==> src/rtl/vga_pkg.sv <==
// Shared VGA timing constants (640x480@60 defaults) and small timing helpers
// used by the sync generator and its sub-blocks.
package vga_pkg;

    localparam int H_VISIBLE_DEF = 640;
    localparam int H_FRONT_DEF   = 16;
    localparam int H_SYNC_DEF    = 96;
    localparam int H_BACK_DEF    = 48;
    localparam int V_VISIBLE_DEF = 480;
    localparam int V_FRONT_DEF   = 10;
    localparam int V_SYNC_DEF    = 2;
    localparam int V_BACK_DEF    = 33;

    localparam int H_TOTAL      = H_VISIBLE_DEF + H_FRONT_DEF + H_SYNC_DEF + H_BACK_DEF;
    localparam int V_TOTAL      = V_VISIBLE_DEF + V_FRONT_DEF + V_SYNC_DEF + V_BACK_DEF;
    localparam int H_SYNC_START = H_VISIBLE_DEF + H_FRONT_DEF;
    localparam int H_SYNC_END   = H_SYNC_START + H_SYNC_DEF - 1;
    localparam int V_SYNC_START = V_VISIBLE_DEF + V_FRONT_DEF;
    localparam int V_SYNC_END   = V_SYNC_START + V_SYNC_DEF - 1;

    localparam int CNT_W = 10;
    typedef logic [CNT_W-1:0] cnt_t;

    // Inclusive range test used for both sync windows.
    function automatic logic in_span(input cnt_t v, input cnt_t lo, input cnt_t hi);
        return (v >= lo) && (v <= hi);
    endfunction

endpackage

==> src/rtl/vga_sync_gen_if.sv <==
// DAC-side bus of the VGA sync generator: colour, syncs, blank and pixel clock.
interface vga_sync_gen_if;
    logic [9:0] vga_r;
    logic [9:0] vga_g;
    logic [9:0] vga_b;
    logic       vga_hs_n;
    logic       vga_vs_n;
    logic       vga_blank_n;
    logic       vga_sync_n;
    logic       vga_clk;

    modport master (
        output vga_r, vga_g, vga_b, vga_hs_n, vga_vs_n,
        output vga_blank_n, vga_sync_n, vga_clk
    );

    modport slave (
        input vga_r, vga_g, vga_b, vga_hs_n, vga_vs_n,
        input vga_blank_n, vga_sync_n, vga_clk
    );
endinterface

==> src/rtl/vga_pix_tick.sv <==
// Divide-by-two pixel strobe: the phase register toggles every clk and its
// high phase is the pixel tick.
module vga_pix_tick (
    input  logic clk,
    input  logic reset,
    output logic pix_tick
);
    logic phase_q;
    logic phase_d;

    // Next phase is always the opposite phase.
    always_comb begin
        phase_d = ~phase_q;
    end

    // Phase register.
    always_ff @(posedge clk) begin
        if (reset) begin
            phase_q <= 1'b0;
        end else begin
            phase_q <= phase_d;
        end
    end

    assign pix_tick = phase_q;
endmodule

==> src/rtl/vga_sync_gen.sv <==
// VGA timing generator: pixel/line counters, frame strobe, and a one-pixel
// registered output stage feeding the DAC bus.
module vga_sync_gen
    import vga_pkg::*;
#(
    parameter int H_VISIBLE = H_VISIBLE_DEF,
    parameter int H_FRONT   = H_FRONT_DEF,
    parameter int H_SYNC    = H_SYNC_DEF,
    parameter int H_BACK    = H_BACK_DEF,
    parameter int V_VISIBLE = V_VISIBLE_DEF,
    parameter int V_FRONT   = V_FRONT_DEF,
    parameter int V_SYNC    = V_SYNC_DEF,
    parameter int V_BACK    = V_BACK_DEF
) (
    input  logic           clk,
    input  logic           reset,
    output logic [9:0]     x,
    output logic [9:0]     y,
    output logic           video_on,
    output logic           pix_tick,
    output logic           frame_tick,
    input  logic [9:0]     red_in,
    input  logic [9:0]     green_in,
    input  logic [9:0]     blue_in,
    vga_sync_gen_if.master vga
);
    localparam cnt_t H_LAST   = cnt_t'(H_VISIBLE + H_FRONT + H_SYNC + H_BACK - 1);
    localparam cnt_t V_LAST   = cnt_t'(V_VISIBLE + V_FRONT + V_SYNC + V_BACK - 1);
    localparam cnt_t H_VIS    = cnt_t'(H_VISIBLE);
    localparam cnt_t V_VIS    = cnt_t'(V_VISIBLE);
    localparam cnt_t HS_START = cnt_t'(H_VISIBLE + H_FRONT);
    localparam cnt_t HS_END   = cnt_t'(H_VISIBLE + H_FRONT + H_SYNC - 1);
    localparam cnt_t VS_START = cnt_t'(V_VISIBLE + V_FRONT);
    localparam cnt_t VS_END   = cnt_t'(V_VISIBLE + V_FRONT + V_SYNC - 1);
    localparam cnt_t FT_LINE  = cnt_t'(V_VISIBLE + 1);

    cnt_t       h_cnt_q, h_cnt_d;
    cnt_t       v_cnt_q, v_cnt_d;
    logic [9:0] r_q, r_d, g_q, g_d, b_q, b_d;
    logic       hs_n_q, hs_n_d;
    logic       vs_n_q, vs_n_d;
    logic       blank_n_q, blank_n_d;
    logic       raw_hs;
    logic       raw_vs;

    vga_pix_tick u_pix_tick (
        .clk      (clk),
        .reset    (reset),
        .pix_tick (pix_tick)
    );

    assign x          = h_cnt_q;
    assign y          = v_cnt_q;
    assign video_on   = (h_cnt_q < H_VIS) && (v_cnt_q < V_VIS);
    assign frame_tick = pix_tick && (h_cnt_q == 10'd0) && (v_cnt_q == FT_LINE);
    assign raw_hs     = in_span(h_cnt_q, HS_START, HS_END);
    assign raw_vs     = in_span(v_cnt_q, VS_START, VS_END);

    // Raster counters: the line counter steps only when the pixel counter wraps.
    always_comb begin
        h_cnt_d = h_cnt_q;
        v_cnt_d = v_cnt_q;
        if (pix_tick) begin
            if (h_cnt_q == H_LAST) begin
                h_cnt_d = 10'd0;
                if (v_cnt_q == V_LAST) begin
                    v_cnt_d = 10'd0;
                end else begin
                    v_cnt_d = v_cnt_q + 10'd1;
                end
            end else begin
                h_cnt_d = h_cnt_q + 10'd1;
                v_cnt_d = v_cnt_q;
            end
        end else begin
            h_cnt_d = h_cnt_q;
            v_cnt_d = v_cnt_q;
        end
    end

    // Output stage: one pixel behind x/y, colour forced to black outside the active area.
    always_comb begin
        r_d       = r_q;
        g_d       = g_q;
        b_d       = b_q;
        hs_n_d    = hs_n_q;
        vs_n_d    = vs_n_q;
        blank_n_d = blank_n_q;
        if (pix_tick) begin
            r_d       = video_on ? red_in   : 10'd0;
            g_d       = video_on ? green_in : 10'd0;
            b_d       = video_on ? blue_in  : 10'd0;
            hs_n_d    = ~raw_hs;
            vs_n_d    = ~raw_vs;
            blank_n_d = video_on;
        end else begin
            blank_n_d = blank_n_q;
        end
    end

    // State registers for counters and DAC outputs.
    always_ff @(posedge clk) begin
        if (reset) begin
            h_cnt_q   <= 10'd0;
            v_cnt_q   <= 10'd0;
            r_q       <= 10'd0;
            g_q       <= 10'd0;
            b_q       <= 10'd0;
            hs_n_q    <= 1'b1;
            vs_n_q    <= 1'b1;
            blank_n_q <= 1'b0;
        end else begin
            h_cnt_q   <= h_cnt_d;
            v_cnt_q   <= v_cnt_d;
            r_q       <= r_d;
            g_q       <= g_d;
            b_q       <= b_d;
            hs_n_q    <= hs_n_d;
            vs_n_q    <= vs_n_d;
            blank_n_q <= blank_n_d;
        end
    end

    assign vga.vga_r       = r_q;
    assign vga.vga_g       = g_q;
    assign vga.vga_b       = b_q;
    assign vga.vga_hs_n    = hs_n_q;
    assign vga.vga_vs_n    = vs_n_q;
    assign vga.vga_blank_n = blank_n_q;
    assign vga.vga_sync_n  = 1'b0;
    assign vga.vga_clk     = ~pix_tick;
endmodule

==> src/flat_wrapper.sv <==
// flat-port wrapper written by rule: the top's interface ports become plain ports
module vga_sync_gen_flat import vga_pkg::*;
#(
    parameter int H_VISIBLE = H_VISIBLE_DEF,
    parameter int H_FRONT   = H_FRONT_DEF,
    parameter int H_SYNC    = H_SYNC_DEF,
    parameter int H_BACK    = H_BACK_DEF,
    parameter int V_VISIBLE = V_VISIBLE_DEF,
    parameter int V_FRONT   = V_FRONT_DEF,
    parameter int V_SYNC    = V_SYNC_DEF,
    parameter int V_BACK    = V_BACK_DEF
)
  (clk, reset, x, y, video_on, pix_tick, frame_tick, red_in, green_in, blue_in, vga_vga_r, vga_vga_g, vga_vga_b, vga_vga_hs_n, vga_vga_vs_n, vga_vga_blank_n, vga_vga_sync_n, vga_vga_clk);
  vga_sync_gen_if vga_i ();
  input  logic clk;
  input  logic reset;
  output logic [9:0] x;
  output logic [9:0] y;
  output logic video_on;
  output logic pix_tick;
  output logic frame_tick;
  input  logic [9:0] red_in;
  input  logic [9:0] green_in;
  input  logic [9:0] blue_in;
  output wire logic [$bits(vga_i.vga_r)-1:0] vga_vga_r;
  output wire logic [$bits(vga_i.vga_g)-1:0] vga_vga_g;
  output wire logic [$bits(vga_i.vga_b)-1:0] vga_vga_b;
  output wire logic [$bits(vga_i.vga_hs_n)-1:0] vga_vga_hs_n;
  output wire logic [$bits(vga_i.vga_vs_n)-1:0] vga_vga_vs_n;
  output wire logic [$bits(vga_i.vga_blank_n)-1:0] vga_vga_blank_n;
  output wire logic [$bits(vga_i.vga_sync_n)-1:0] vga_vga_sync_n;
  output wire logic [$bits(vga_i.vga_clk)-1:0] vga_vga_clk;
  assign vga_vga_r = vga_i.vga_r;
  assign vga_vga_g = vga_i.vga_g;
  assign vga_vga_b = vga_i.vga_b;
  assign vga_vga_hs_n = vga_i.vga_hs_n;
  assign vga_vga_vs_n = vga_i.vga_vs_n;
  assign vga_vga_blank_n = vga_i.vga_blank_n;
  assign vga_vga_sync_n = vga_i.vga_sync_n;
  assign vga_vga_clk = vga_i.vga_clk;
  vga_sync_gen #(.H_VISIBLE(H_VISIBLE), .H_FRONT(H_FRONT), .H_SYNC(H_SYNC), .H_BACK(H_BACK), .V_VISIBLE(V_VISIBLE), .V_FRONT(V_FRONT), .V_SYNC(V_SYNC), .V_BACK(V_BACK)) u_core (.clk(clk), .reset(reset), .x(x), .y(y), .video_on(video_on), .pix_tick(pix_tick), .frame_tick(frame_tick), .red_in(red_in), .green_in(green_in), .blue_in(blue_in), .vga(vga_i));
endmodule
==> config.mk <==
export PLATFORM = sky130hd
export DESIGN_NAME = vga_sync_gen_flat
export DESIGN_NICKNAME = d
export VERILOG_FILES = /design/src/rtl/vga_pkg.sv /design/src/rtl/vga_sync_gen_if.sv /design/src/rtl/vga_pix_tick.sv /design/src/rtl/vga_sync_gen.sv /design/src/flat_wrapper.sv
export SDC_FILE = /design/constraint.sdc
export NUM_CORES = 1
export LEC_CHECK = 0
export ABC_AREA = 1
export CORE_ASPECT_RATIO = 0.8
export CORE_MARGIN = 2
export CORE_UTILIZATION = 30
export CTS_CLUSTER_DIAMETER = 60
export DETAILED_ROUTE_END_ITERATION = 6
export GPL_TIMING_DRIVEN = 1
export PLACE_DENSITY_LB_ADDON = 0.1
export SLEW_MARGIN = 5
export SYNTH_ARGS = -nofsm -noshare
export SYNTH_HDL_FRONTEND = slang
export SYNTH_SLANG_ARGS = --single-unit
==> constraint.sdc <==
create_clock -name clk -period 2.4 [get_ports clk]
set_input_delay 0.48 -clock clk [delete_from_list [all_inputs] [get_ports clk]]
set_output_delay 0.48 -clock clk [all_outputs]
set_load 0.005 [all_outputs]
## Word-level counts from Yosys, hierarchy flattened

Cells that the tools add are included.

- Register bits: 54
- Output and inout bits: 58
- Word-level logic and storage cells: 35

- Add/sub/neg operators: 2
- Order comparisons: 6
- Eq/ne operators: 3
- Mux-type cells: 5
- Bitwise logic cells: 3
- Reduce and logical (&&, ||, !) cells: 7

Operator list:

| operator | count |
|---|---|
| 2-to-1 mux 10 bit | 5 |
| adder 10 x 1 -> 10 bit (second input constant) | 2 |
| == test 10 bit (second input constant) | 2 |
| == test 10 x 9 -> 1 bit (second input constant) | 1 |
| greater-or-equal comparator 10 bit (second input constant) | 1 |
| greater-or-equal comparator 10 x 9 -> 1 bit (second input constant) | 1 |
| <= comparator 10 bit (second input constant) | 1 |
| <= comparator 10 x 9 -> 1 bit (second input constant) | 1 |
| zero test 10 bit | 1 |
| less-than comparator 10 bit (second input constant) | 1 |
| less-than comparator 10 x 9 -> 1 bit (second input constant) | 1 |
| logical AND 1 bit | 5 |
| NOT 1 bit | 3 |
| AND reduction 2 bit | 1 |

## Depth between registers and ports, before layout

Gate-level depths: netlist (run 1).

- Word-level depth: 3
- Gate-level depth with buffers: 10
- Mapped depth without buffers: 9

## Modules after synthesis

Synthesis (run 1) repeated with hierarchy kept, for this count alone.

- Cell total of the unflattened synthesis: 358
- Area total of the unflattened synthesis: 2,647.5 um^2

By module, submodules not included:

| module | times used | cells an instance | area an instance (um^2) | seq. area each (um^2) |
|---|---|---|---|---|
| vga_sync_gen | 1 | 356 | 2,623.8 | 1,061.0 |
| vga_pix_tick | 1 | 2 | 23.8 | 20.0 |

## Least setup slack after synthesis (run 1)

No wires, ideal clock.

- Kind: register to output
- Start: register u_core.v_cnt_q[5], in the netlist u_core.y[5]
- End: output port video_on
- Arrival time: 0.984 ns
- Slack: 0.936 ns
- Stages on the path, launching flop included: 6
- Path buffers: 2
- Path through: dfxtp_1 -> clkbuf_1 -> nand4_1 -> nand2_1 -> inv_1 -> buf_4

- Cells in the longest elaborated chain, start to end: 2

Ends and longest elaborated chain:

| item | line | RTL |
|---|---|---|
| start, declared | vga_sync_gen.sv:38 | `cnt_t v_cnt_q, v_cnt_d;` |
| start signal, assigned | vga_sync_gen.sv:114 | `v_cnt_q <= v_cnt_d;` |
| less-than comparator 10 x 9 -> 1 bit | vga_sync_gen.sv:54 | `assign video_on = (h_cnt_q < H_VIS) && (v_cnt_q < V_VIS);` |
| logical AND 1 bit | vga_sync_gen.sv:54 |  |
| end, declared | flat_wrapper.sv:19 | `output logic video_on;` |

No other way between the ends.

## Worst setup path after layout (run 1)

- Start: register u_core.v_cnt_q[1], in the netlist u_core.y[1]
- End: output port frame_tick

- Cells in the longest elaborated chain, start to end: 2

Ends and longest elaborated chain:

| item | line | RTL |
|---|---|---|
| == test 10 x 9 -> 1 bit | vga_sync_gen.sv:55 | `assign frame_tick = pix_tick && (h_cnt_q == 10'd0) && (v_cnt_q == FT_LINE);` |
| logical AND 1 bit | vga_sync_gen.sv:55 |  |
| end, declared | flat_wrapper.sv:21 | `output logic frame_tick;` |

No other way between the ends.

==> impl_summary.txt, run 1 <==
----------------------------------------------------
[Critical path]
  Category of the worst setup path launch point ... flip-flop
  Critical path arrival ... 1790 ps
  Number of cell instances on the worst register-to-register path ... 8
  Kind of end point of the critical path ... output pin
  Largest fanout on the critical path ... 7
  FF-to-FF setup slack ... 690 ps
  CP required ... 1920 ps
  Reg-to-Reg Start ... u_core.x[0]$_SDFFE_PP0P_
  Critical path start-end classification ... flip-flop to output pin
  Destination of the worst register-to-register timing path ... u_core.y[1]$_SDFFE_PP0P_

[STA]
  Share of the cycle needed by the critical path after routing ... 0.947
  Worst hold margin ... 453 ps
  Final number of hold-violating endpoints ... 0
  Achievable frequency ... 0.440 GHz
  Time the final worst path needs with I/O delays and setup ... 2270 ps
  Number of failing setup endpoints in the final timing report ... 0
  Unrepaired setup endpoints after global routing ... no
  Max-slew violation total from the final report ... 0
  Post-route clock skew ... 5.46 ps
  Final setup TNS ... 0 ps

[Outcome]
  Result of the run ... finished clean

[Synthesis]
  Flops & latches, synth ... 54
  Adder-cell share of the synthesized area ... 0.0302
  Biggest area consumer among synthesized cells ... dfxtp_1
  Combined area of all synthesized cells ... 2480 um^2
  Area fraction in compound gates after synthesis ... 0.0408
  Number of instances in the synthesized netlist ... 353
  Post-synthesis share of cell area spent on xor and xnor gates ... 0.00353
  Most frequent cells after synthesis ... 123 x nand2_1, 54 x dfxtp_1, 46 x nand3_1
  Total number of yosys warnings ... 0
  Share of synthesized area occupied by flip-flops and latches ... 0.435
  Number of synthesized flops with an enable pin ... 0
  Post-synthesis area per instance ... 7.04 um^2
  Async set-reset flop share out of synthesis ... 0
  Top area cells in the synthesized netlist ... dfxtp_1 44%, nand2_1 19%, nand3_1 9.3%
  Net count after synthesis ... 391
  Fraction of synthesized cell area taken by the top area cell type ... 0.435
  Combinational family with the most area after synthesis ... simple AND/OR/NAND/NOR gates
  Basic-gate share of the synthesized area counting and, or, nand and nor cells ... 0.410
  Top flip-flop cell by instance count after synthesis ... dfxtp_1
  Most frequently used cell type in the post-synthesis netlist ... nand2_1
  Count of distinct cell types in the synthesized netlist ... 29
  Fraction of synthesized area in multiplexers ... 0

[Die]
  DIE AREA ... 9030 um^2
  Core area ... 7980 um^2
  Starting density of the core ... 0.311
  Row cnt ... 29
  I/O pin total ... 90
  Horizontal extent of the die ... 106 um
  Vert. Die Dim ... 85.4 um

[Cells and area]
  Diode count ... 0
  Number of standard cells in the final layout excluding fillers ... 547
  Synthesis-to-layout area growth ... 44.1%
  Post-layout nets ... 477
  Final design utilization ... 0.448
  Share of cells above drive strength 1 ... 0.0843

[Pwr]
  Pleak ... 0.00150 uW
  Total power consumption of the routed design ... 1790 uW
  Ratio of total power to cell area ... 501 nW/um^2
  Maximum ir drop on the vdd rail ... 0.219 mV

[Drt]
  Vias per Instance ... 4.42
  Mean routed wirelength per cell ... 12.7 um
  TritonRoute pass-1 iters ... 4
  Final ANT Viol Nets ... 0
  Number of DRC violations after detailed routing ... 0
  Initial drt markers ... 66
  Number of vias after detailed routing ... 2417
  Total length of routed wires ... 6960 um

[Clock network]
  Setup fix buffers added after clock tree synthesis ... 0
  CTS clk-pin slew, worst paths ... 100 ps
  Hold Buf Count CTS ... 0
  Insertion delay to the later sink of the worst-skew pair ... 300 ps
  CTS buffer count ... 5
  H-tree lvl count ... 2
  CTS Buffer Depth ... 2
  CTS root buffer ... clkbuf_8
  Clock tree from TritonCTS ... built
  CTS sink cnt ... 54

[Worst hold path]
  WHS Path Cells ... 2
  Worst min-delay path startpoint ... u_core.vga.vga_g[2]$_SDFFE_PP0P_
  Endpoint of the worst hold-timing path ... u_core.vga.vga_g[2]$_SDFFE_PP0P_
  Class of the tightest hold or removal check ... flip-flop to flip-flop

[Flow run]
  Max_cap viols ... 0

[GRT]
  Sum of overflow across all layers after global routing ... 0
  Global router's overall resource usage ... 0.153
  Number of global-route vias before repair ... 2254
  Pin count of the biggest net entering global routing ... 33
  Antenna violations before repair ... 0
  Global-route wire length before repair ... 11200 um

[Placement]
  Routability congestion estimate from global placement ... 0.851
  HPWL reported at the end of detailed placement ... 5070 um
  Post-placement cell count ... 540
  PortBufs ... 88

----------------------------------------------------
metal layers:
metal,routed length (um),track usage
met5,0,0
met3,369,0.0376
met2,2990,0.230
met4,73,0.0443
met1,3520,0.217
registers in the layout, summed over array words and instances, names as in the netlist:
| name | flops |
|---|---|
| u_core.vga.vga_vs_n | 1 |
| u_core.vga.vga_hs_n | 1 |
| u_core.vga.vga_blank_n | 1 |
| u_core.vga.vga_b | 10 |
| u_core.vga.vga_r | 10 |
| u_core.y | 10 |
| u_core.u_pix_tick.pix_tick | 1 |
| u_core.x | 10 |
| u_core.vga.vga_g | 10 |
what timing repair did:
item	CTS	global route
hold endpoints to repair	0	0
gates resized for setup	0	6
setup endpoints to repair	0	1
cells by family after synthesis:
| logic type | count (synthesis) |
|---|---|
| XOR/XNOR | 1 |
| other | 1 |
| adder cells (fa/ha/maj) | 6 |
| AND/OR/NAND/NOR | 232 |
| AO/OA/AOI/OAI | 15 |
| flip-flops | 54 |
| buffers and inverters | 44 |
how the worst max path moves through the flow:
stage	to	start	slack (ps)
after floorplan	video_on	u_core.y[5]$_SDFFE_PP0P_	940
after global placement	frame_tick	u_core.y[6]$_SDFFE_PP0P_	370
after detailed placement	frame_tick	u_core.y[6]$_SDFFE_PP0P_	350
after CTS	frame_tick	u_core.y[6]$_SDFFE_PP0P_	2
after global routing	frame_tick	u_core.x[1]$_SDFFE_PP0P_	30
final	frame_tick	u_core.y[1]$_SDFFE_PP0P_	130
per-stage QoR:
step,setup slack (ps),instance area (um^2)
final,127,3580
after global placement,367,3450
after global routing,32.8,3580
after detailed placement,349,3450
after CTS,1.87,3570
after floorplan,936,2480
critical path: stages, from the launching register on:
cell             delay [ps]
dfxtp_2                 370
inv_1                    80
ha_1                    150
and3_1                  160
nand4_1                  90
nor3_2                  130
clkdlybuf4s50_1         520
cell type report:
class | count | area (um^2)
clock buffer | 6 | 82.6
timing repair buffer | 92 | 911
multi-input combinational | 255 | 1220
clock inverter | 1 | 30.0
tap | 108 | 135
fill | 848 | 4400
sequential | 54 | 1090
inverter | 31 | 116
where the power goes:
part	switching, uW	internal (uW)	total [uW]
clock	301	335	635
combinational	77.7	127	204
sequential	20.1	932	952
placed cells by master, fill, tap and decap left out, drive strengths merged:
master	instances
ha	6
inv	31
conb	1
nand4	4
bufinv	1
clkdlybuf4s50	88
nand2	129
dfxtp	54
buf	4
o22ai	2
nand3b	1
nand3	50
a21oi	5
clkbuf	6
nor3	9
o21bai	1
and3	1
xor2	1
o21ai	6
nor2	38
o21a	1
Power figures use the tool's default switching activity.
==> run 2: changes to the inputs <==
Settings changed: DONT_BUFFER_PORTS set to 1, SLEW_MARGIN 5 to 40.
==> run 2 against run 1 <==
Net effect:
- utilization decreased by 11 points
- critical path depth decreased by 2
- global-route usage decreased by 0.98 points
- fmax increased by 9.5%
- clock power decreased by 0.8%
- final area decreased by 25%
- setup slack improved by 200 ps
- hold slack got worse by 220 ps
==> impl_summary.txt, run 2 (synthesis results as in run 1) <==
----------------------------------------------------
[Drt]
  Final ANT Viol Nets ... 0 (unchanged)
  DR WL met2 ... 2870 um (was 2990 um)
  Met3 wire length ... 491 um (was 369 um)
  Total length of routed wires ... 6510 um (was 6960 um)
  Number of vias after detailed routing ... 2126 (was 2417)
  Vias per Instance ... 4.63 (was 4.42)
  Top layer reached by signal wires ... met4 (unchanged)
  Number of DRC violations after detailed routing ... 0 (unchanged)
  Sum of routed wire segments on met1 ... 3120 um (was 3520 um)
  TritonRoute pass-1 iters ... 4 (unchanged)
  Mean routed wirelength per cell ... 14.2 um (was 12.7 um)
  Initial drt markers ... 133 (was 66)

[Clock network]
  CTS sink cnt ... 54 (unchanged)
  Setup fix buffers added after clock tree synthesis ... 0 (unchanged)
  Clock tree from TritonCTS ... built (unchanged)
  CTS Buffer Depth ... 2 (unchanged)
  Insertion delay to the later sink of the worst-skew pair ... 300 ps (about the same)
  Hold Buf Count CTS ... 0 (unchanged)
  CTS buffer count ... 5 (unchanged)
  H-tree lvl count ... 2 (unchanged)
  CTS clk-pin slew, worst paths ... 100 ps (about the same)
  Number of gates resized after CTS ... 0 (unchanged)
  CTS root buffer ... clkbuf_8 (unchanged)

[Cells and area]
  Post-layout nets ... 388 (was 477)
  Post-route design area ... 2680 um^2 (was 3580 um^2)
  Most common cell after layout, fill and taps aside ... nand2_1 (unchanged)
  Number of fill cells in the layout ... 887 (was 848)
  Diode count ... 0 (unchanged)
  Commonest cells after routing, fill and taps aside ... 123 x nand2_1, 54 x dfxtp_1, 46 x nand3_1 (was 123 x nand2_1, 88 x clkdlybuf4s50_1, 49 x dfxtp_1)
  Synthesis-to-layout area growth ... 8.01% (was 44.1%)
  Number of standard cells in the final layout excluding fillers ... 459 (was 547)
  Share of cells above drive strength 1 ... 0.0883 (was 0.0843)

[Worst hold path]
  Class of the tightest hold or removal check ... input port to flip-flop (was flip-flop to flip-flop)
  WHS Path Cells ... 1 (was 2)
  Endpoint of the worst hold-timing path ... u_core.y[7]$_SDFFE_PP0P_ (was u_core.vga.vga_g[2]$_SDFFE_PP0P_)
  Worst min-delay path startpoint ... reset (was u_core.vga.vga_g[2]$_SDFFE_PP0P_)

[GRT]
  Number of global-route vias before repair ... 1928 (was 2254)
  Sum of overflow across all layers after global routing ... 0 (unchanged)
  Global router's overall resource usage ... 0.143 (was 0.153)
  Pin count of the biggest net entering global routing ... 34 (was 33)
  Antenna violations before repair ... 0 (unchanged)
  Global-route wire length before repair ... 10200 um (was 11200 um)

[Die]
  Row cnt ... 29 (unchanged)
  Core area ... 7980 um^2 (unchanged)
  Vert. Die Dim ... 85.4 um (unchanged)
  Horizontal extent of the die ... 106 um (unchanged)
  DIE AREA ... 9030 um^2 (unchanged)
  Starting density of the core ... 0.311 (unchanged)
  I/O pin total ... 90 (unchanged)

[Critical path]
  Category of the worst setup path launch point ... flip-flop (unchanged)
  Critical path arrival ... 1600 ps (was 1790 ps)
  Destination of the worst register-to-register timing path ... u_core.vga.vga_g[0]$_SDFFE_PP0P_ (was u_core.y[1]$_SDFFE_PP0P_)
  Largest fanout on the critical path ... 15 (was 7)
  Critical path start-end classification ... flip-flop to output pin (unchanged)
  Number of cell instances on the worst register-to-register path ... 7 (was 8)
  Highest cell delay on the worst timing path ... 550 ps (was 520 ps)
  CP required ... 1920 ps (about the same)
  FF-to-FF setup slack ... 570 ps (was 690 ps)
  Reg-to-Reg Start ... u_core.x[8]$_SDFFE_PP0P_ (was u_core.x[0]$_SDFFE_PP0P_)
  Kind of end point of the critical path ... output pin (unchanged)
  Chain of cells forming the critical path ... nor2_1, nor3_1, nand2_1, inv_1 (was inv_1, ha_1, and3_1, nand4_1, nor3_2, clkdlybuf4s50_1)
  Cell with the largest stage delay on the worst path ... dfxtp_1 (was clkdlybuf4s50_1)

[STA]
  Number of failing setup endpoints in the final timing report ... 0 (unchanged)
  Final setup TNS ... 0 ps (unchanged)
  Post-route clock skew ... 5.62 ps (was 5.46 ps)
  Worst max-slew margin expressed relative to the limit ... 0.651
  Unrepaired setup endpoints after global routing ... no (unchanged)
  Share of the cycle needed by the critical path after routing ... 0.865 (was 0.947)
  Final number of hold-violating endpoints ... 0 (unchanged)
  Achievable frequency ... 0.482 GHz (was 0.440 GHz)
  Worst hold margin ... 230 ps (was 453 ps)
  Smallest setup slack after layout ... 324 ps (was 127 ps)
  Time the final worst path needs with I/O delays and setup ... 2080 ps (was 2270 ps)
  Slew at the pin closest to its max-slew limit ... 523 ps
  Max-slew violation total from the final report ... 0 (unchanged)

[Pwr]
  Part of the power in registers ... 0.578 (was 0.531)
  Clock power frac ... 0.378 (was 0.355)
  Switching power share of the total ... 0.235 (was 0.222)
  Ratio of total power to cell area ... 620 nW/um^2 (was 501 nW/um^2)
  Combinational power share ... 0.044 (was 0.114)
  Cell-internal power ... 1270 uW (was 1390 uW)
  Maximum ir drop on the vdd rail ... 0.268 mV (was 0.219 mV)
  Pleak ... 0.00118 uW (was 0.00150 uW)
  Net Switching ... 390 uW (was 398 uW)

[Placement]
  Routability congestion estimate from global placement ... 0.769 (was 0.851)
  HPWL reported at the end of detailed placement ... 4770 um (was 5070 um)
  Area after DPL ... 2570 um^2 (was 3450 um^2)
  PortBufs ... 0 (was 88)
  Post-placement worst setup slack ... 596 ps (was 349 ps)
  Post-placement cell count ... 451 (was 540)

[Flow run]
  Max_cap viols ... 0 (unchanged)

[Outcome]
  Result of the run ... finished clean (unchanged)

----------------------------------------------------
==> run 2: critical path: cells and delay by family, from the launching register on <==
family,cells,cell delay [ps]
AND/OR/NAND/NOR,3,350
buffers and inverters,1,390
flip-flops,1,550
==> run 2: final cells by class <==
class / instances / area [um^2] / share of cell area
inverters: 31 / 116 / 0.0434
repair buffers: 3 / 22.5 / 0.00840
well taps: 108 / 135 / 0.0504
flip-flops and latches: 54 / 1080 / 0.403
clock buffers: 5 / 68.8 / 0.0257
clock inverters: 3 / 47.5 / 0.0177
multi-input cells: 255 / 1210 / 0.451
==> run 2: worst max path at each step <==
stage | from | endpoint | slack, ps | depth (start not counted)
2_1_floorplan | u_core.y[5]$_SDFFE_PP0P_ | video_on | 940 | 5
3_3_place_gp | u_core.x[8]$_SDFFE_PP0P_ | u_core.vga.vga_r[5]$_SDFFE_PP0P_ | 600 | 7
5_1_grt | u_core.x[8]$_SDFFE_PP0P_ | video_on | 220 | 4
3_5_place_dp | u_core.x[8]$_SDFFE_PP0P_ | u_core.vga.vga_g[1]$_SDFFE_PP0P_ | 600 | 7
6_report | u_core.x[8]$_SDFFE_PP0P_ | video_on | 320 | 4
4_1_cts | u_core.x[8]$_SDFFE_PP0P_ | video_on | 300 | 4
==> run 2: routing by layer <==
metal	vias up	GRT usage
met5	-	0
met4	0	0.0287
met3	2	0.0461
met2	61	0.211
met1	958	0.205
li1	1105	-
==> run 2: through the flow <==
| stage | utilization | power, uW |
|---|---|---|
| global placement | 0.321 | 1060 |
| CTS | 0.336 | 1710 |
| floorplan | - | 1040 |
| global route | 0.336 | 1750 |
| detailed placement | 0.321 | 1060 |
| finish | 0.336 | 1660 |
==> run 2: power groups by stage <==
stage | clock network, uW | registers, uW | logic [uW]
detailed placement | 0 | 983 | 74.2
floorplan | 0 | 975 | 61.2
finish | 630 | 961 | 72.7
global route | 695 | 967 | 86.4
global placement | 0 | 984 | 73.9
CTS | 673 | 963 | 74.5
==> patch 1 (flow settings as in run 1) <==
Take the reset off `b_q` and load it in a clocked block of its own.
--- a/src/rtl/vga_sync_gen.sv
+++ b/src/rtl/vga_sync_gen.sv
@@ -105,7 +105,6 @@
             v_cnt_q   <= 10'd0;
             r_q       <= 10'd0;
             g_q       <= 10'd0;
-            b_q       <= 10'd0;
             hs_n_q    <= 1'b1;
             vs_n_q    <= 1'b1;
             blank_n_q <= 1'b0;
@@ -114,11 +113,14 @@
             v_cnt_q   <= v_cnt_d;
             r_q       <= r_d;
             g_q       <= g_d;
-            b_q       <= b_d;
             hs_n_q    <= hs_n_d;
             vs_n_q    <= vs_n_d;
             blank_n_q <= blank_n_d;
         end
+    end
+
+    always_ff @(posedge clk) begin
+        b_q <= b_d;
     end
 
     assign vga.vga_r       = r_q;
Formal check against the unedited RTL: differs if reset is asserted again (counterexample within 4 cycles, from zero or initial values and one cycle with reset high); with reset held inactive, the same outputs for 10 cycles.
==> patch 1 against run 1 <==
Count of clock-buffer cells in the layout unchanged. Total power decreased by 4.2%. Fmax increased by 0.36%. Worst setup slack improved by 8.1 ps. Sequential cell count unchanged. Non-clock buffer count increased by 4. Combinational power increased by 3%. Wire length decreased by 5.3%. Area after synthesis decreased by 0.81%. Critical path type unchanged. Final area about the same. Largest power group unchanged. Clock skew increased by 4.7 ps.
==> patch 1: results (changes against run 1) <==
Fillers: 812 (was 848)
Max H-tree Level: 2 (unchanged)
Clock Power Share: 0.311 (was 0.355)
Sw frac: 0.233 (was 0.222)
Min-delay src: u_core.vga.vga_g[9] (was u_core.vga.vga_g[2])
Vias per inst: 4.33 (was 4.42)
First-pass GRT wire length: 10800 µm (was 11200 µm)
Power share of the sequential group: 0.567 (was 0.531)
# port buffers: 88 (unchanged)
R2r startpoint: u_core.x[1] (was u_core.x[0])
Post-Layout Cell Count: 537 (was 547)
Post-Syn Instances: 335 (was 353)
Crit-path max FO: 7 (unchanged)
DRT Pass-1 Iters: 4 (unchanged)
Max IR drop VDD: 0.000212 V (was 0.000219 V)
Top FF cell, synth: dfxtp_1 (unchanged)
Status: finished clean (unchanged)
Netlist cell types: 28 (was 29)
Vias in the first global route: 2211 (was 2254)
Synth top area cells: dfxtp_1 36%, nand2_1 17%, edfxtp_1 12% (was dfxtp_1 44%, nand2_1 19%, nand3_1 9.3%)
Worst R2R Path Depth: 9 (was 8)
Async SR Flop Fraction: 0 (unchanged)
Post-CTS Setup Inserts: 0 (unchanged)
DP Area: 0.00347 mm² (was 0.00345 mm²)
Syn Nets: 373 (was 391)
Post-synth EDFFs: 10 (was 0)
WHS Path Cells: 2 (unchanged)
Util after Layout: 0.451 (was 0.448)
Placer Congestion: 0.828 (was 0.851)
Initial antenna violation count: 0 (unchanged)
Synth warn: 0 (unchanged)
Post-synthesis compound-gate area fraction: 0.0305 (was 0.0408)
Sequential area share after synthesis: 0.479 (was 0.435)
DPL Wire Length: 4960 µm (was 5070 µm)
Leakage power: 0.00153 µW (was 0.00150 µW)
Internal power: 1320 µW (was 1390 µW)
Post-synthesis xor/xnor area fraction: 0.00711 (was 0.00353)
Adder and majority cell fraction of the synthesized area: 0.0305 (was 0.0302)
Placed insts: 529 (was 540)
Clock buffer count from CTS: 5 (unchanged)
Worst Hold Class: register to register (unchanged)
Portion of netlist area occupied by mux cells: 0 (unchanged)
CTS Root Cell: clkbuf_8 (unchanged)
GRT Total Usage: 0.149 (was 0.153)
Layout cell share with drive strength beyond 1: 0.0769 (was 0.0843)
Largest net degree at the start of global routing: 23 (was 33)
Post-place setup slack: 308 ps (was 349 ps)
Drt first-iter violations: 93 (was 66)
Clock Skews: 10.2 ps (was 5.46 ps)
Top cells by count, synth: 111 x nand2_1, 48 x nor2_1, 44 x dfxtp_1 (was 123 x nand2_1, 54 x dfxtp_1, 46 x nand3_1)
Clock Latency Late Sink: 300 ps (about the same)
Nets: 466 (was 477)
Drt total wl: 6590 µm (was 6960 µm)
Worst Setup SP: u_core.y[1] (unchanged)
## patch 1: cell count changes in the layout (fill, tap and decap cells not counted), sizes merged, moves of 2 or more
cell	change
a21oi	+3
buf	+4
clkinv	+4
dfxtp	-10
edfxtp	+10
inv	+9
nand2	-14
nand3	-28
nand4	+2
nor2	+15
nor3	-2
o21ai	-3
## patch 1: metal layers
| layer | share of wire | track usage | routed length (µm) |
|---|---|---|---|
| met1 | 0.50 | 0.214 | 3290 |
| met2 | 0.43 | 0.229 | 2860 |
| met3 | 0.060 | 0.0338 | 394 |
| met4 | 0.0064 | 0.0291 | 42 |
| met5 | 0 | 0 | 0 |
## patch 1: path summary, 6_finish.rpt
kind / to / slack, ps
worst min-delay path: u_core.vga.vga_g[9] / 450
worst max register to register: u_core.y[1] / 790
worst min register to register: u_core.vga.vga_g[9] / 450
worst max-delay path: frame_tick / 130
## patch 1: timing repair
action                                  in CTS  in global routing
resized for setup                            2                  5
hold endpoints to repair                     0                  0
pin swaps                                    0                  0
endpoints found under the setup margin       1                  1
hold buffers                                 0                  0
## patch 1: final cells by class
| class | count | area share |
|---|---|---|
| Sequential cell | 54 | 0.333 |
| Multi-Input combinational cell | 229 | 0.296 |
| Timing Repair Buffer | 96 | 0.263 |
| Inverter | 42 | 0.0444 |
| Tap cell | 108 | 0.0377 |
| Clock buffer | 6 | 0.0231 |
| Clock inverter | 2 | 0.00349 |
## patch 1: worst max-delay path: stages (launching register included)
cell,delay (ps)
dfxtp_2,360
inv_1,80
ha_1,130
nand3_1,100
nor4_2,280
clkdlybuf4s50_1,540
==> patch 2 (flow settings as in run 1) <==
Made on the original files. Add an input register stage for `red_in`, `green_in` and `blue_in`, without a reset; this delays them by one clock. The other inputs are not delayed to match.
--- a/src/rtl/vga_sync_gen.sv
+++ b/src/rtl/vga_sync_gen.sv
@@ -33,6 +33,16 @@
     localparam cnt_t VS_START = cnt_t'(V_VISIBLE + V_FRONT);
     localparam cnt_t VS_END   = cnt_t'(V_VISIBLE + V_FRONT + V_SYNC - 1);
     localparam cnt_t FT_LINE  = cnt_t'(V_VISIBLE + 1);
+
+    logic [9:0] red_q;
+    logic [9:0] green_q;
+    logic [9:0] blue_q;
+
+    always_ff @(posedge clk) begin
+        red_q   <= red_in;
+        green_q <= green_in;
+        blue_q  <= blue_in;
+    end
 
     cnt_t       h_cnt_q, h_cnt_d;
     cnt_t       v_cnt_q, v_cnt_d;
@@ -87,9 +97,9 @@
         vs_n_d    = vs_n_q;
         blank_n_d = blank_n_q;
         if (pix_tick) begin
-            r_d       = video_on ? red_in   : 10'd0;
-            g_d       = video_on ? green_in : 10'd0;
-            b_d       = video_on ? blue_in  : 10'd0;
+            r_d       = video_on ? red_q    : 10'd0;
+            g_d       = video_on ? green_q : 10'd0;
+            b_d       = video_on ? blue_q   : 10'd0;
             hs_n_d    = ~raw_hs;
             vs_n_d    = ~raw_vs;
             blank_n_d = video_on;
Formal check against the unedited RTL: not equivalent (Yosys sat finds a counterexample within 4 cycles, from zero or initial values and one cycle with reset high).
==> patch 2 against run 1 <==
Wire length rose by 15%. Total power rose by 75%. Area after synthesis rose by 23%. Sequential cell count rose by 30. Hold slack got worse by 8.6 ps. Worst setup slack improved by 12 ps. Final area rose by 24%. Clock skew rose by 0.75 ps. Critical path type unchanged.
==> patch 2: results (changes against run 1) <==
Drt total wl: 8010 µm (was 6960 µm)
DPL Wire Length: 5730 µm (was 5070 µm)
Layout cell share with drive strength beyond 1: 0.100 (was 0.0843)
GRT Total Usage: 0.151 (was 0.153)
Placer Congestion: 0.829 (was 0.851)
Slowest cell on the critical path: clkdlybuf4s50_1 (unchanged)
Clock Skews: 6.20 ps (was 5.46 ps)
Vias in the first global route: 2432 (was 2254)
Sw frac: 0.226 (was 0.222)
Largest net degree at the start of global routing: 34 (was 33)
CTS Root Cell: clkbuf_16 (was clkbuf_8)
Reg clk slew, reported paths: 70 ps (was 100 ps)
Critical Path AT: 1780 ps
Leakage power: 0.00185 µW (was 0.00150 µW)
Drt first-iter violations: 207 (was 66)
Status: finished clean (unchanged)
Syn Nets: 408 (was 391)
Netlist cell types: 30 (was 29)
Sequential area share after synthesis: 0.551 (was 0.435)
Max IR drop VDD: 0.000335 V (was 0.000219 V)
Crit-path max FO: 5 (was 7)
Nets: 501 (was 477)
Clock buffer count from CTS: 9 (was 5)
Max H-tree Level: 3 (was 2)
Clock Latency Late Sink: 330 ps (was 300 ps)
First-pass GRT wire length: 12500 µm (was 11200 µm)
Top cells by count, synth: 111 x nand2_1, 84 x dfxtp_1, 44 x nand3_1 (was 123 x nand2_1, 54 x dfxtp_1, 46 x nand3_1)
DP Area: 0.00411 mm² (was 0.00345 mm²)
Synth top area cells: dfxtp_1 55%, nand2_1 14%, nand3_1 7.2% (was dfxtp_1 44%, nand2_1 19%, nand3_1 9.3%)
DR vias: 2642 (was 2417)
DRT Pass-1 Iters: 5 (was 4)
Worst Hold Class: register to register (unchanged)
patch 2: cell count changes after synthesis, sizes merged, moves of 2 or more:
cell / change
nand3: -2
o21ai: +2
nand2: -12
nor2: +2
inv: -2
dfxtp: +30
patch 2: per-layer routing:
layer	global-route usage	routed length, µm	vias to the layer above
li1	-	-	1362
met1	0.213	3960	1184
met2	0.204	3340	88
met3	0.0658	621	8
met4	0.0441	84	0
met5	0	0	-
patch 2: final cells by class:
type	instances	area, µm²
fill	981	5340
sequential	84	1680
multi-input combinational	245	1200
timing repair buffer	95	958
clock buffer	9	225
tap	136	170
inverter	29	109
clock inverter	7	91.3
patch 2: path summary, 6_finish.rpt:
check                   start                  end  slack, ps  depth (start not counted)
max reg2reg       u_core.x[8]          u_core.y[3]        810                          9
min          u_core.blue_q[8]  u_core.vga.vga_b[8]        440                          2
min reg2reg  u_core.blue_q[8]  u_core.vga.vga_b[8]        440                          2
max               u_core.y[1]           frame_tick        140                          6
patch 2: what timing repair did:
action,in CTS,in global routing
setup endpoints to repair,0,1
resized for setup,0,2
setup buffers,0,0
patch 2: cell families (layout without fill, tap and decap cells):
family                     Yosys count  in the layout  share of synthesized area
buffers and inverters               42            140                     0.0607
xor gates and xnor gates             2              2                    0.00574
AOI/OAI and AO/OA                   16             16                     0.0353
adders and majority gates            5              5                     0.0205
and+or+nand+nor                    221            221                      0.326
other                                1              1                    0.00123
DFF                                 84             84                      0.551
patch 2: stage by stage:
| step | hold WS (ps) | power, µW | std cells | setup slack [ps] | util |
|---|---|---|---|---|---|
| after CTS | 448 | 3190 | 605 | 25.4 | 0.453 |
| after global routing | 460 | 3280 | 605 | 4.48 | 0.454 |
| final | 445 | 3130 | 605 | 138 | 0.454 |
| after global placement | 424 | 1730 | 589 | 464 | 0.421 |
| after floorplan | 423 | 1580 | 371 | 982 | - |
| after detailed placement | 433 | 1730 | 589 | 411 | 0.421 |
patch 2: tightest hold or removal path, delay by kind of cell (launching register included):
family,cells,cell delay [ps]
flops,1,300
simple gates,2,110
patch 2: power groups by stage:
| stage | Clock, µW | Sequential [µW] | Combinational, µW |
|---|---|---|---|
| floorplan | 0 | 1520 | 61.7 |
| global placement | 0 | 1520 | 217 |
| detailed placement | 0 | 1520 | 219 |
| CTS | 1490 | 1480 | 220 |
| global route | 1550 | 1490 | 238 |
| finish | 1430 | 1490 | 216 |
